File: config.mk
export PLATFORM = sky130hd
export DESIGN_NAME = data_mem_arbiter
export DESIGN_NICKNAME = d
export VERILOG_FILES = /design/src/rtl/data_mem_arbiter.sv
export SDC_FILE = /design/constraint.sdc
export NUM_CORES = 1
export LEC_CHECK = 0
export ABC_CLOCK_PERIOD_IN_PS = 3100
export BUFFER_PORTS_ARGS = -buffer_cell sky130_fd_sc_hd__buf_4
export CAP_MARGIN = 40
export CORE_ASPECT_RATIO = 0.9
export CORE_MARGIN = 5
export CORE_UTILIZATION = 49
export DETAILED_ROUTE_END_ITERATION = 6
export PLACE_DENSITY = 0.86
export SETUP_SLACK_MARGIN = 0.4
export SLEW_MARGIN = 20
export SYNTH_ARGS = -nofsm -noshare
export SYNTH_HDL_FRONTEND = slang
export SYNTH_SLANG_ARGS = --single-unit
File: constraint.sdc
create_clock -name clk -period 3.1 [get_ports clk]
set_input_delay 0.62 -clock clk [delete_from_list [all_inputs] [get_ports clk]]
set_output_delay 0.62 -clock clk [all_outputs]
set_load 0.02 [all_outputs]
File: src/rtl/data_mem_arbiter.sv
// Two-port arbiter for one data memory: port 0 has priority, port 1 is forced through after STARVE_LIMIT
// consecutive port-0 wins. gnt 1 cycle after the request edge, load rvalid at 2+READ_LATENCY; requests wait while busy.
module data_mem_arbiter #(
   parameter int ADDR_W       = 32,
   parameter int DATA_W       = 32,
   parameter int READ_LATENCY = 1,
   parameter int STARVE_LIMIT = 4
) (
   input  logic                clk,
   input  logic                reset,
   input  logic                p0_req,
   input  logic                p0_we,
   input  logic [ADDR_W-1:0]   p0_addr,
   input  logic [DATA_W-1:0]   p0_wdata,
   input  logic [DATA_W/8-1:0] p0_be,
   output logic                p0_gnt,
   output logic                p0_rvalid,
   output logic [DATA_W-1:0]   p0_rdata,
   input  logic                p1_req,
   input  logic                p1_we,
   input  logic [ADDR_W-1:0]   p1_addr,
   input  logic [DATA_W-1:0]   p1_wdata,
   input  logic [DATA_W/8-1:0] p1_be,
   output logic                p1_gnt,
   output logic                p1_rvalid,
   output logic [DATA_W-1:0]   p1_rdata,
   output logic [ADDR_W-1:0]   mem_addr,
   output logic [DATA_W-1:0]   mem_data_in,
   output logic                mem_read_en,
   output logic                mem_write_en,
   output logic [DATA_W/8-1:0] mem_byte_enable,
   input  logic [DATA_W-1:0]   mem_data_out,
   output logic                busy
);

   localparam int BE_W   = DATA_W / 8;
   localparam int CNT_W  = $clog2(STARVE_LIMIT + 1);
   localparam int WAIT_W = (READ_LATENCY > 1) ? $clog2(READ_LATENCY) : 1;

   localparam logic [CNT_W-1:0]  STARVE_MAX = CNT_W'(STARVE_LIMIT);
   localparam logic [WAIT_W-1:0] WAIT_LAST  = WAIT_W'(READ_LATENCY - 1);

   localparam logic [1:0] S_IDLE  = 2'd0;
   localparam logic [1:0] S_GRANT = 2'd1;
   localparam logic [1:0] S_WAIT  = 2'd2;
   localparam logic [1:0] S_RESP  = 2'd3;

   logic [1:0]        state;
   logic              owner;
   logic              r_we;
   logic [ADDR_W-1:0] r_addr;
   logic [DATA_W-1:0] r_wdata;
   logic [BE_W-1:0]   r_be;
   logic [CNT_W-1:0]  starve_cnt;
   logic [WAIT_W-1:0] wait_cnt;
   logic [DATA_W-1:0] p0_rdata_q;
   logic [DATA_W-1:0] p1_rdata_q;
   logic              pick_p1;

   assign pick_p1 = p1_req && (!p0_req || (starve_cnt == STARVE_MAX));

   always_ff @(posedge clk or negedge reset) begin
      if (!reset) begin
         state      <= S_IDLE;
         owner      <= 1'b0;
         r_we       <= 1'b0;
         r_addr     <= '0;
         r_wdata    <= '0;
         r_be       <= '0;
         starve_cnt <= '0;
         wait_cnt   <= '0;
         p0_rdata_q <= '0;
         p1_rdata_q <= '0;
      end else begin
         case (state)
            S_IDLE: begin
               if (!p1_req)
                  starve_cnt <= '0;
               if (p0_req || p1_req) begin
                  state <= S_GRANT;
                  owner <= pick_p1;
                  if (pick_p1) begin
                     r_we       <= p1_we;
                     r_addr     <= p1_addr;
                     r_wdata    <= p1_wdata;
                     r_be       <= p1_be;
                     starve_cnt <= '0;
                  end else begin
                     r_we    <= p0_we;
                     r_addr  <= p0_addr;
                     r_wdata <= p0_wdata;
                     r_be    <= p0_be;
                     // Only wins taken while port 1 is waiting count toward starvation.
                     if (p1_req && (starve_cnt != STARVE_MAX))
                        starve_cnt <= starve_cnt + 1'b1;
                  end
               end
            end
            S_GRANT: begin
               if (r_we) begin
                  state <= S_IDLE;
               end else begin
                  state    <= S_WAIT;
                  wait_cnt <= WAIT_LAST;
               end
            end
            S_WAIT: begin
               if (wait_cnt == '0) begin
                  state <= S_RESP;
                  if (owner)
                     p1_rdata_q <= mem_data_out;
                  else
                     p0_rdata_q <= mem_data_out;
               end else begin
                  wait_cnt <= wait_cnt - 1'b1;
               end
            end
            S_RESP:  state <= S_IDLE;
            default: state <= S_IDLE;
         endcase
      end
   end

   // Outputs decode straight from state so an async reset drops strobes immediately.
   assign p0_gnt          = (state == S_GRANT) && !owner;
   assign p1_gnt          = (state == S_GRANT) &&  owner;
   assign p0_rvalid       = (state == S_RESP)  && !owner;
   assign p1_rvalid       = (state == S_RESP)  &&  owner;
   assign p0_rdata        = p0_rdata_q;
   assign p1_rdata        = p1_rdata_q;
   assign mem_addr        = r_addr;
   assign mem_data_in     = r_wdata;
   assign mem_byte_enable = r_be;
   assign mem_write_en    = (state == S_GRANT) &&  r_we;
   assign mem_read_en     = (state == S_GRANT) && !r_we;
   assign busy            = (state != S_IDLE);

endmodule

# Yosys cells after proc, flatten, opt, wreduce, memory -nomap -nowiden
# Index checks and enable logic that the tools add are counted.
# totals
reg_bits	140
out_inout_bits	139
# classes
n_addsub	2
eq_ne	8
muxes	15
bitwise	2
n_reduce_logical	21
# op_table
cell	count
$mux W32	2
$mux W3	4
$logic_and A1 B1 Y1	8
$pmux W2 S4	1
$mux W2	3
$ne A2 B2 Y1 const B	3
$reduce_and A2 Y1	3
$reduce_and A3 Y1	2
$eq A2 B2 Y1 const B	2
$mux W4	1
$reduce_bool A2 Y1	2
$add A3 B1 Y3 const B	1
$eq A3 B3 Y1 const B	1
$logic_not A1 Y1	3
$mux W1	3
$ne A3 B3 Y1 const B	1
$eq A2 B1 Y1 const B	1
$logic_not A2 Y1	1
$logic_or A1 B1 Y1	2
$not A1 Y1	2
$pmux W1 S2	1
$sub A1 B1 Y1 const B	1

# Depth between registers and ports, before layout
# Gate-level depths: netlist of run 1.
# logic_depth
depth_word	5
ltp_mapped	7
ltp_nobuf	5

# Worst setup path after synthesis of run 1
# OpenSTA, ideal clock, no wires.
# synth_path
path_type	reg-to-reg
from	reg starve_cnt[0]
to	reg r_addr[10], in the netlist mem_addr[10]
arrival_time_ns	1.535
t_required_ns	2.974
path_slack_ns	1.439
path_stages_with_launch	8
n_path_buf	2
period_less_slack_ns	1.661
cell_sequence	dfrtp_1 -> inv_1 -> ha_1 -> nand2_1 -> o211a_1 -> clkbuf_1 -> clkbuf_1 -> a221o_1
# synth_between
elab_chain_cells	4
# synth_lines
item	line	source
start: declaration	54	logic [CNT_W-1:0] starve_cnt;
start signal: assignment	95	starve_cnt <= starve_cnt + 1'b1;
$eq A3 B3 Y1	60	assign pick_p1 = p1_req && (!p0_req || (starve_cnt == STARVE_MAX));
$logic_or A1 B1 Y1	60	
$logic_and A1 B1 Y1	60	
$mux W32	82	if (pick_p1) begin
end signal: assignment	84	r_addr <= p1_addr;
end signal: assignment	90	r_addr <= p0_addr;
end: declaration	51	logic [ADDR_W-1:0] r_addr;
# Every way passes these cells.
# A chain may end at the register's enable or synchronous reset.

==> summary.md, run 1 <==
| Metric | Value |
|---|---|
| Result of the run | finished, final reports clean |
| Count of cells resized by post-cts repair | 0 |
| Clock network fraction of design power | roughly 20% |
| Routability cong. | between 0.8 and 0.9 |
| Switching share of power | 38.0% |
| Path type of the worst min-delay path | in2async |
| RSZ-0062 raised after global routing | false |
| Relative slew slack | 59.0% |
| Critical Path Source Type | flip-flop |
| Signal arrival time at the worst endpoint | around 1.5 ns |
| Post-route clock skew | 0.00506 ns |
| Syn-to-layout area delta | 51.3% |
| Antenna cell count | 0 |
| Share of cells above drive strength 1 | 56.1% |
| Placeable Area | ~0.012 sq mm |
| Post-layout net count | 896 |
| Post-Syn Area per Cell | between 10 and 15 sq um |
| Setup ws final | between 1 and 1.5 ns |
| Worst path slowest cell | sky130_fd_sc_hd__dfrtp_1 |
| Wire length of the first global-routing pass | ~30000 microns |
| Kind of critical path | reg2out |
| CTS Root Buffer Type | sky130_fd_sc_hd__clkbuf_16 |
| Drt via density | about 5.6 |
| Post-Syn Nets | around 600 |
| Routed WL | between 15000 and 20000 microns |
| Cell type contributing the most total cell area after synthesis | sky130_fd_sc_hd__dfrtp_1 |
| CTS H-Tree Depth | 4 |
| Post-Place Setup Slack | approximately 1.1 ns |
| Clock period minus worst slack | about 2.1 ns |
| Setup Viol. Count Final | 0 |
| Pre-antenna DRT Iters | 4 |
| CP Data Required Time | 2.48 ns |
| Top cell type's share of synthesized area | approximately 60% |
| Maximum clock path buffer count | 2 |
| Total of fill cells in the finished design | 747 |
| Highest net fanout along the worst path | 14 |
| Hold Vio Cnt, Final | 0 |
| Flop pwr share | 32.5% |
| Internal power summed over all cells | 6250 uW |
| Clock latency on the worst-skew pair | between 0.4 and 0.5 ns |
| Critical path, cell by cell | nor2_4 -> inv_2 -> buf_4 |
| Inserted Clock Buffers | 17 |
| Number of post-CTS setup repair buffers | 0 |
| CTS clock-pin slew for the worst setup and hold paths | ~0.05 ns |
| Number of instances in the synthesized netlist | ~420 |
| Distinct cells, synth | 28 |
| Y dimension of the die | ~110 microns |
| Routed wire length per instance | ~22 microns |
| Number of flip-flops and latches in the synthesized netlist | approximately 140 |
| Count of input and output buffers | 312 |
| Count of hold buffers inserted by post-cts repair | 0 |
| Number of DRC violations after detailed-routing iteration 0 | about 400 |
| Register area share after synthesis | 59.4% |
| Power Density | between 1000 and 1500 mW/mm^2 |
| Share of power burned in combinational logic | between 40% and 50% |
| Most frequent cells in the layout | 317 x sky130_fd_sc_hd__buf_4, 139 x sky130_fd_sc_hd__dfrtp_1, 69 x sky130_fd_sc_hd__a221o_1 |
| Leading post-synthesis cells by cell area | sky130_fd_sc_hd__dfrtp_1 59%, sky130_fd_sc_hd__a221o_1 12%, sky130_fd_sc_hd__mux2_2 10%, sky130_fd_sc_hd__a21boi_0 8.7%, sky130_fd_sc_hd__buf_6 1.9% |
| Die Width | between 100 and 150 microns |
| Maximum achievable frequency | approximately 480 MHz |
| Count of nets left with antenna violations after detail routing | 0 |
| DRC errors left | 0 |
| Cell leakage power | around 0.0043 uW |
| Largest net degree at the start of global routing | 63 |
| Worst Setup End Kind | primary output |
| Remaining global-route overflow | 0 |
| Worst Path Buf+Inv | 2 |
| Count of synthesis-stage warnings from yosys | 0 |
| Max-capacitance violation count | 0 |
| Least-Margin Pin Slew | approximately 0.61 ns |
| Initial antenna violation count | 0 |
| Worst hold slack | ~0.18 ns |
| Die outline area | between 0.01 and 0.015 sq mm |
| Share of the cycle needed by the critical path after routing | 66.8% |
| Setup Total Neg Slack | 0 ns |
| Maximum ir drop on the vdd rail | between 0.0007 and 0.0008 V |
| Placement Rows | 37 |
| Net Sw Power | roughly 3800 uW |
| Most common library cell in the layout ignoring fill and taps | sky130_fd_sc_hd__buf_4 |
| Via count | 5004 |
| Kind of cell adding the most delay to the critical path | flip-flops |
| Delay contributed by the slowest stage of the critical path | around 0.44 ns |
| Number of clock sinks | about 140 |
| Cell Area, Synth | a little under 0.006 sq mm |
| Via count of the first global-routing pass | 5342 |
| Reg2reg path depth | 6 |
| Instance count on the critical path | 3 |
| Max-slew violations | 0 |
| Total routing resource utilization after global routing | a little over a quarter |
| CTS tree | built |
| Number of top-level pins | about 310 |
| Starting density of the core | about 51% |
| DP HPWL | between 10000 and 15000 microns |
==> area by class of cell <==
cell class | count | area (sq um) | share of cell area (%)
well taps | 156 | 195 | 2.20
inverters | 7 | 26.3 | 0.296
clock inverters | 10 | 116 | 1.31
multi-input cells | 234 | 2130 | 24.0
clock buffers | 21 | 470 | 5.30
flip-flops and latches | 139 | 3480 | 39.2
repair buffers | 321 | 2450 | 27.6
==> sequential cells by signal, indices dropped and copies added (netlist names), named ones only <==
register / flops
p1_rdata: 32
state: 1
mem_data_in: 32
p0_rdata: 32
owner: 1
mem_byte_enable: 4
starve_cnt: 3
mem_addr: 32
r_we: 1
==> worst paths after layout <==
| path | startpoint | to | slack (ns) |
|---|---|---|---|
| max | flip-flop | busy | 1.03 |
| min | reset | p1_rdata[21] | 0.18 |
| min in group clk | mem_data_out[1] | p1_rdata[1] | 0.43 |
| max reg2reg | starve_cnt[0] | mem_data_in[10] | 1.08 |
| max in group asynchronous | reset | mem_byte_enable[1] | 2.15 |
| min reg2reg | p1_rdata[7] | p1_rdata[7] | 0.49 |
==> cell usage after synthesis <==
| cell type | n |
|---|---|
| sky130_fd_sc_hd__dfrtp_1 | 139 |
| sky130_fd_sc_hd__and3_1 | 1 |
| sky130_fd_sc_hd__a21boi_0 | 68 |
| sky130_fd_sc_hd__nor3b_1 | 1 |
| sky130_fd_sc_hd__o211a_1 | 1 |
| sky130_fd_sc_hd__o22ai_1 | 1 |
| sky130_fd_sc_hd__nand2b_1 | 2 |
| sky130_fd_sc_hd__nand4_1 | 1 |
| sky130_fd_sc_hd__ha_1 | 2 |
| sky130_fd_sc_hd__nor2_2 | 1 |
| sky130_fd_sc_hd__buf_2 | 11 |
| sky130_fd_sc_hd__or2_1 | 2 |
| sky130_fd_sc_hd__inv_2 | 1 |
| sky130_fd_sc_hd__a22o_1 | 1 |
| sky130_fd_sc_hd__mux2_2 | 54 |
| sky130_fd_sc_hd__o21ai_0 | 2 |
| sky130_fd_sc_hd__mux2_1 | 10 |
| sky130_fd_sc_hd__a21o_1 | 1 |
| sky130_fd_sc_hd__nand2_1 | 5 |
| sky130_fd_sc_hd__buf_6 | 10 |
| sky130_fd_sc_hd__inv_1 | 6 |
| sky130_fd_sc_hd__a221o_1 | 69 |
| sky130_fd_sc_hd__nor2_1 | 9 |
| sky130_fd_sc_hd__buf_1 | 1 |
| sky130_fd_sc_hd__a31oi_1 | 1 |
| sky130_fd_sc_hd__a21oi_1 | 1 |
| sky130_fd_sc_hd__a211oi_4 | 1 |
| sky130_fd_sc_hd__clkbuf_1 | 16 |
==> through the flow <==
stage / power (uW) / std cells / instance area [sq um] / utilization [%]
final: 10100 / 888 / 8870 / 76.6
after global routing: 10600 / 888 / 8870 / 76.6
after CTS: 10200 / 888 / 8870 / 76.6
after detailed placement: 8110 / 857 / 8280 / 71.6
after global placement: 7910 / 856 / 8260 / 71.4
after floorplan: 5940 / 418 / 5860 / -
==> per-layer routing <==
| metal | global-route usage, % | vias up | part of all wire (%) |
|---|---|---|---|
| met5 | 0 | - | 0 |
| met4 | 13.2 | 0 | 3.9 |
| met3 | 8.99 | 55 | 8.8 |
| met2 | 45.9 | 268 | 51 |
| met1 | 30.8 | 2482 | 36 |
| li1 | - | 2199 | - |
==> power by group through the flow <==
stage / logic, uW / clock network (uW) / registers, uW
2_1_floorplan: 1720 / 0 / 4220
3_3_place_gp: 4690 / 0 / 3220
3_5_place_dp: 4850 / 0 / 3260
4_1_cts: 4860 / 2020 / 3270
5_1_grt: 5110 / 2110 / 3390
6_report: 4820 / 1990 / 3280
==> cell families (layout without fill, tap and decap cells) <==
| family | after synthesis | count (layout) | share of synthesized area (%) |
|---|---|---|---|
| AO/OA/AOI/OAI | 146 | 146 | 21.8 |
| AND/OR/NAND/NOR | 22 | 22 | 1.77 |
| adder cells (fa/ha/maj) | 2 | 2 | 0.427 |
| multiplexers | 64 | 64 | 12.3 |
| flip-flops | 139 | 139 | 59.4 |
| buffers and inverters | 45 | 359 | 4.40 |
Power figures use the tool's default switching activity.
==> run 2: changes to the inputs <==
--- a/config.mk
+++ b/config.mk
@@ -5,14 +5,14 @@
 export SDC_FILE = /design/constraint.sdc
 export NUM_CORES = 1
 export LEC_CHECK = 0
-export ABC_CLOCK_PERIOD_IN_PS = 3100
+export ABC_CLOCK_PERIOD_IN_PS = 1660
 export BUFFER_PORTS_ARGS = -buffer_cell sky130_fd_sc_hd__buf_4
 export CAP_MARGIN = 40
 export CORE_ASPECT_RATIO = 0.9
 export CORE_MARGIN = 5
-export CORE_UTILIZATION = 49
+export CORE_UTILIZATION = 41
 export DETAILED_ROUTE_END_ITERATION = 6
-export PLACE_DENSITY = 0.86
+export PLACE_DENSITY = 0.77
 export SETUP_SLACK_MARGIN = 0.4
 export SLEW_MARGIN = 20
 export SYNTH_ARGS = -nofsm -noshare
==> constraint.sdc (replaced) <==
create_clock -name clk -period 1.66 [get_ports clk]
set_input_delay 0.332 -clock clk [delete_from_list [all_inputs] [get_ports clk]]
set_output_delay 0.332 -clock clk [all_outputs]
set_load 0.02 [all_outputs]
==> summary.md, run 2 (same netlist as run 1, synthesis figures left out) <==
| Metric | Value |
|---|---|
| Setup Viol. Count Final | 0 |
| Cell leakage power | approximately 0.0054 uW |
| DP HPWL | approximately 14000 microns |
| Capture point of the critical path | mem_addr[15] |
| Wire length of the first global-routing pass | roughly 32000 microns |
| DRC errors left | 0 |
| Final Instance Area | 0.0109 sq mm |
| Maximum clock path buffer count | 2 |
| RSZ-0062 raised after global routing | true |
| Reg2reg path depth | 8 |
| Worst hold slack | ~0.14 ns |
| Y dimension of the die | 123 microns |
| Count of nets left with antenna violations after detail routing | 0 |
| Number of clock sinks | 139 |
| Clock network fraction of design power | around 17% |
| Worst Setup End Kind | flip-flop |
| Setup Total Neg Slack | 0 ns |
| Delay contributed by the slowest stage of the critical path | 0.34 ns |
| Die Width | approximately 140 microns |
| Routed wire length per instance | ~23 microns |
| Least-Margin Pin Slew | 0.472 ns |
| Power Density | 2190 mW/mm^2 |
| Kind of critical path | reg2reg |
| Signal arrival time at the worst endpoint | slightly below 2 ns |
| Die outline area | 0.0168 sq mm |
| CTS Root Buffer Type | sky130_fd_sc_hd__clkbuf_16 |
| CTS H-Tree Depth | 4 |
| Critical Path Source Type | flip-flop |
| Most common library cell in the layout ignoring fill and taps | sky130_fd_sc_hd__buf_4 |
| Via count | between 5000 and 6000 |
| Clock latency on the worst-skew pair | approximately 0.42 ns |
| Total routing resource utilization after global routing | about a quarter |
| Share of cells above drive strength 1 | around 64% |
| Maximum achievable frequency | 615 MHz |
| Internal power summed over all cells | 15400 uW |
| Pre-antenna DRT Iters | 4 |
| Initial antenna violation count | 0 |
| Highest net fanout along the worst path | 6 |
| Drt via density | between 5 and 6 |
| Flop pwr share | 27.2% |
| Placed cell area | 0.00864 sq mm |
| CP Data Required Time | around 2.0 ns |
| Result of the run | finished, final reports clean |
| Post-layout net count | about 1000 |
| Starting density of the core | about two fifths |
| Max-capacitance violation count | 0 |
| Inserted Clock Buffers | 17 |
| Number of DRC violations after detailed-routing iteration 0 | 308 |
| Relative slew slack | between 60% and 70% |
| Routed WL | approximately 24000 microns |
| Critical path, cell by cell | inv_1 -> ha_2 -> nand2_4 -> a211oi_4 -> buf_6 -> buf_12 -> buf_16 -> a221o_1 |
| Clock period minus worst slack | 1.63 ns |
| Slack of the worst reg-to-reg path | 0.03 ns |
| Syn-to-layout area delta | 86.1% |
| Maximum ir drop on the vdd rail | around 0.0010 V |
| Total of fill cells in the finished design | around 790 |
| Placement Rows | between 40 and 50 |
| CP startpoint | starve_cnt[1] |
| CTS clock-pin slew for the worst setup and hold paths | about 0.060 ns |
| Number of top-level pins | about 310 |
| CTS tree | built |
| Remaining global-route overflow | 0 |
| Largest net degree at the start of global routing | between 40 and 50 |
| Via count of the first global-routing pass | roughly 5900 |
| Path type of the worst min-delay path | in2reg |
| Placeable Area | ~0.014 sq mm |
| Post-route clock skew | 0.00918 ns |
| Net Sw Power | 8520 uW |
| Worst path slowest cell | sky130_fd_sc_hd__dfrtp_1 |
| Routability cong. | between 0.8 and 0.9 |
| Share of power burned in combinational logic | between 50% and 60% |
| Count of input and output buffers | 312 |
| Antenna cell count | 0 |
| Reg-to-Reg End | mem_addr[15] |
| Switching share of power | between 30% and 40% |
| Max-slew violations | 0 |
| R2R Path Start | starve_cnt[1] |
| Hold Vio Cnt, Final | 0 |
| Most frequent cells in the layout | 252 x sky130_fd_sc_hd__buf_4, 148 x sky130_fd_sc_hd__buf_6, 137 x sky130_fd_sc_hd__dfrtp_1 |
| Share of the cycle needed by the critical path after routing | just under 100% |
## run 2: cell count changes in the layout (fill, tap and decap cells not counted), sizes merged
| cell | delta |
|---|---|
| dlygate4sd3 | +1 |
| bufinv | +3 |
| buf | +97 |
| clkinvlp | -3 |
| bufbuf | +1 |
| inv | -1 |
| clkbuf | +3 |
| clkinv | +2 |
## run 2: per-stage QoR
step                power, uW  worst slack (ns)  cells  util [%]
floorplan               11800            0.0653    418         -
global placement        15600            0.0434    905      61.7
detailed placement      15900           -0.0151    905      61.7
CTS                     22600            0.0343    992      74.6
global route            24800           -0.0388   1028      77.9
finish                  23900            0.0335   1028      77.9
## run 2: worst min-delay path by stage
stage	startpoint	to	slack [ns]	cells after the start
after CTS	p0_wdata[14]	mem_data_in[14]	0.13	2
after global routing	p1_wdata[20]	mem_data_in[20]	0.12	2
after detailed placement	reset	p0_rdata[26]	0.30	1
after floorplan	reset	async pin	0.04	0
after global placement	reset	p0_rdata[11]	0.29	1
final	p0_wdata[14]	mem_data_in[14]	0.14	2
## run 2: power by group through the flow
stage	clock (uW)	sequential (uW)	combinational, uW
after floorplan	0	7910	3860
after global placement	0	6070	9480
after detailed placement	0	6100	9780
after CTS	4180	6380	12100
after global routing	4360	6670	13800
final	4170	6510	13200
## run 2: layout make-up
cell class	instances	area [sq um]	share of cell area, %
well taps	193	241	2.21
repair buffers	423	4080	37.5
flip-flops and latches	139	3480	31.9
inverters	7	28.8	0.264
multi-input cells	234	2430	22.2
clock buffers	21	450	4.13
clock inverters	11	193	1.77
## run 2: layer usage
metal	GRT usage, %	wire (microns)	up-vias
li1	-	-	2412
met1	28.6	8630	2779
met2	45.4	12700	261
met3	8.75	1770	46
met4	9.70	646	0
met5	0	0	-
## run 2: critical path, delay by kind of cell (launching register included)
kind / cells / cell delay [ns]
adder cells (fa/ha/maj): 1 / 0.20
AO/OA/AOI/OAI: 2 / 0.40
AND/OR/NAND/NOR: 1 / 0.09
buffers and inverters: 4 / 0.47
flip-flops: 1 / 0.34
## run 2: what timing repair did
| action | CTS | global route |
|---|---|---|
| setup endpoints to repair | 274 | 276 |
| resized for setup | 161 | 35 |
| hold buffers | 1 | 0 |
| pin swaps | 3 | 10 |
| hold endpoints to repair | 42 | 0 |
| cloned | 8 | 4 |
| buffers inserted | 46 | 32 |
==> run 3: changes to the inputs <==
--- a/config.mk
+++ b/config.mk
@@ -12,7 +12,7 @@
 export CORE_MARGIN = 5
 export CORE_UTILIZATION = 41
 export DETAILED_ROUTE_END_ITERATION = 6
-export PLACE_DENSITY = 0.77
+export PLACE_DENSITY = 0.75
 export SETUP_SLACK_MARGIN = 0.4
 export SLEW_MARGIN = 20
 export SYNTH_ARGS = -nofsm -noshare
==> summary.md, run 3 (same netlist as run 1, synthesis figures left out) <==
| Metric | Value |
|---|---|
| Drt via density | between 5 and 6 |
| Terminating pin of the worst hold path | mem_data_in[12] |
| Internal power summed over all cells | around 15000 uW |
| Worst hold slack | ~0.13 ns |
| Final Instance Area | roughly 0.011 sq mm |
| CTS Root Buffer Type | sky130_fd_sc_hd__clkbuf_16 |
| Delay contributed by the slowest stage of the critical path | roughly 0.4 ns |
| Max-slew violations | 0 |
| Routed wire length per instance | around 24 microns |
| Die outline area | between 0.015 and 0.02 sq mm |
| Flop pwr share | a little over a quarter |
| Path type of the worst min-delay path | in2reg |
| Relative slew slack | between 60% and 70% |
| Worst Setup End Kind | flip-flop |
| Cell leakage power | about 0.0054 uW |
| Antenna cell count | 0 |
| Min-Delay Startpoint | p0_wdata[12] |
| Worst path slowest cell | sky130_fd_sc_hd__dfrtp_1 |
| Switching share of power | 36.0% |
| Initial antenna violation count | 0 |
| Number of top-level pins | about 310 |
| Kind of critical path | reg2reg |
| CTS tree | built |
| Via count | ~5600 |
| Power Density | around 2200 mW/mm^2 |
| Placement Rows | 41 |
| Share of power burned in combinational logic | between 50% and 60% |
| Routability cong. | 0.841 |
| Post-layout net count | about 990 |
| Routed WL | approximately 25000 microns |
| Clock network fraction of design power | 16.1% |
| Total routing resource utilization after global routing | 25.5% |
| Least-Margin Pin Slew | 0.493 ns |
| Inserted Clock Buffers | 17 |
| Pre-antenna DRT Iters | 4 |
| Via count of the first global-routing pass | about 5900 |
| CP Data Required Time | just under 2 ns |
| Die Width | ~140 microns |
| Most common library cell in the layout ignoring fill and taps | sky130_fd_sc_hd__buf_4 |
| Number of DRC violations after detailed-routing iteration 0 | about 330 |
| Setup Viol. Count Final | 0 |
| Syn-to-layout area delta | 88.3% |
| Clock period minus worst slack | roughly 1.7 ns |
| Count of nets left with antenna violations after detail routing | 0 |
| Share of the cycle needed by the critical path after routing | between 90% and 100% |
| Remaining global-route overflow | 0 |
| Slack of the worst reg-to-reg path | about 0.0053 ns |
| Placeable Area | 0.0140 sq mm |
| # placed instances | 904 |
| DP HPWL | roughly 14000 microns |
| Wire length of the first global-routing pass | 32500 microns |
| Max-capacitance violation count | 0 |
| DRC errors left | 0 |
| Result of the run | finished, final reports clean |
| Maximum clock path buffer count | 2 |
| Reg2reg path depth | 6 |
| Critical path, cell by cell | inv_2 -> ha_4 -> nand2_4 -> o211a_4 -> clkbuf_16 -> a221o_1 |
| Y dimension of the die | 123 microns |
| Highest net fanout along the worst path | 7 |
| CTS H-Tree Depth | 4 |
| CTS clock-pin slew for the worst setup and hold paths | around 0.060 ns |
| Reg-to-Reg End | mem_addr[15] |
| Signal arrival time at the worst endpoint | approximately 2.0 ns |
| R2R Path Start | starve_cnt[1] |
| RSZ-0062 raised after global routing | true |
| Final cell count without fillers | between 1000 and 1500 |
| Count of input and output buffers | about 310 |
| Worst hold path cell count | 2 |
| Post-layout utilization of the core | roughly four fifths |
| Most frequent cells in the layout | 231 x sky130_fd_sc_hd__buf_4, 146 x sky130_fd_sc_hd__buf_6, 137 x sky130_fd_sc_hd__dfrtp_1 |
| Critical Path Source Type | flip-flop |
| Starting density of the core | between 40% and 50% |
| Clock latency on the worst-skew pair | between 0.4 and 0.5 ns |
| Maximum achievable frequency | between 600 and 700 MHz |
| Placed cell area | around 0.0086 sq mm |
| Net Sw Power | around 8600 uW |
| Largest net degree at the start of global routing | 58 |
| Share of cells above drive strength 1 | a little under two thirds |
| Maximum ir drop on the vdd rail | ~0.0010 V |
| Number of clock sinks | ~140 |
| Post-route clock skew | between 0.015 and 0.02 ns |
| Hold Vio Cnt, Final | 0 |
==> run 3: cell types whose count changed in the layout (fill, tap and decap cells not counted), sizes merged <==
cell and change:
clkinv -2, bufbuf -1, bufinv -2, o211a +1, clkbuf +4, clkinvlp +3
inv +1, buf -12
==> run 3: worst max-delay path by stage <==
stage / startpoint / end
floorplan: starve_cnt[0] / mem_addr[10]
global placement: flip-flop / mem_addr[31]
detailed placement: flip-flop / mem_data_in[18]
CTS: starve_cnt[1] / mem_data_in[5]
global route: flip-flop / p1_gnt
finish: starve_cnt[1] / mem_addr[15]
==> run 3: power groups by stage <==
stage | combinational [uW] | sequential, uW | clock [uW]
floorplan | 3860 | 7910 | 0
global route | 14100 | 6630 | 4040
finish | 13500 | 6460 | 3840
global placement | 9500 | 6070 | 0
CTS | 11500 | 6220 | 3890
detailed placement | 9730 | 6110 | 0
==> run 3: final cells by class <==
cell class / instances / area (sq um)
Sequential cell: 139 / 3480
Clock inverter: 11 / 146
Fill cell: 800 / 2970
Timing Repair Buffer: 416 / 4250
Inverter: 7 / 28.8
Multi-Input combinational cell: 235 / 2440
Tap cell: 193 / 241
Clock buffer: 19 / 443
==> run 3: timing repair <==
| item | CTS | global route |
|---|---|---|
| hold buffers | 1 | 0 |
| gates cloned | 10 | 13 |
| gates resized for setup | 93 | 110 |
| setup buffers | 35 | 27 |
| pin swaps | 3 | 8 |
| endpoints found under the hold margin | 43 | 0 |
| setup endpoints to repair | 276 | 276 |
==> run 3: metrics by stage <==
step	setup WS, ns	TNS [ns]	total power [uW]
finish	0.00532	0	23800
global route	-0.0374	-0.319	24800
CTS	0.0185	0	21700
detailed placement	-0.0275	-0.445	15800
global placement	0.0409	0	15600
floorplan	0.0653	0	11800
==> run 3: worst max-delay path: cells and delay by family (launching register included) <==
kind,cells,cell delay (ns)
AOI/OAI and AO/OA,2,0.64
DFF,1,0.40
buffers and inverters,2,0.27
adders and majority gates,1,0.14
and+or+nand+nor,1,0.07
==> run 3: metal layers <==
layer  GRT usage [%]  wire (microns)
met1            29.8            8890
met2            43.1           12700
met3            8.34            2090
met4            11.5             803
met5               0               0
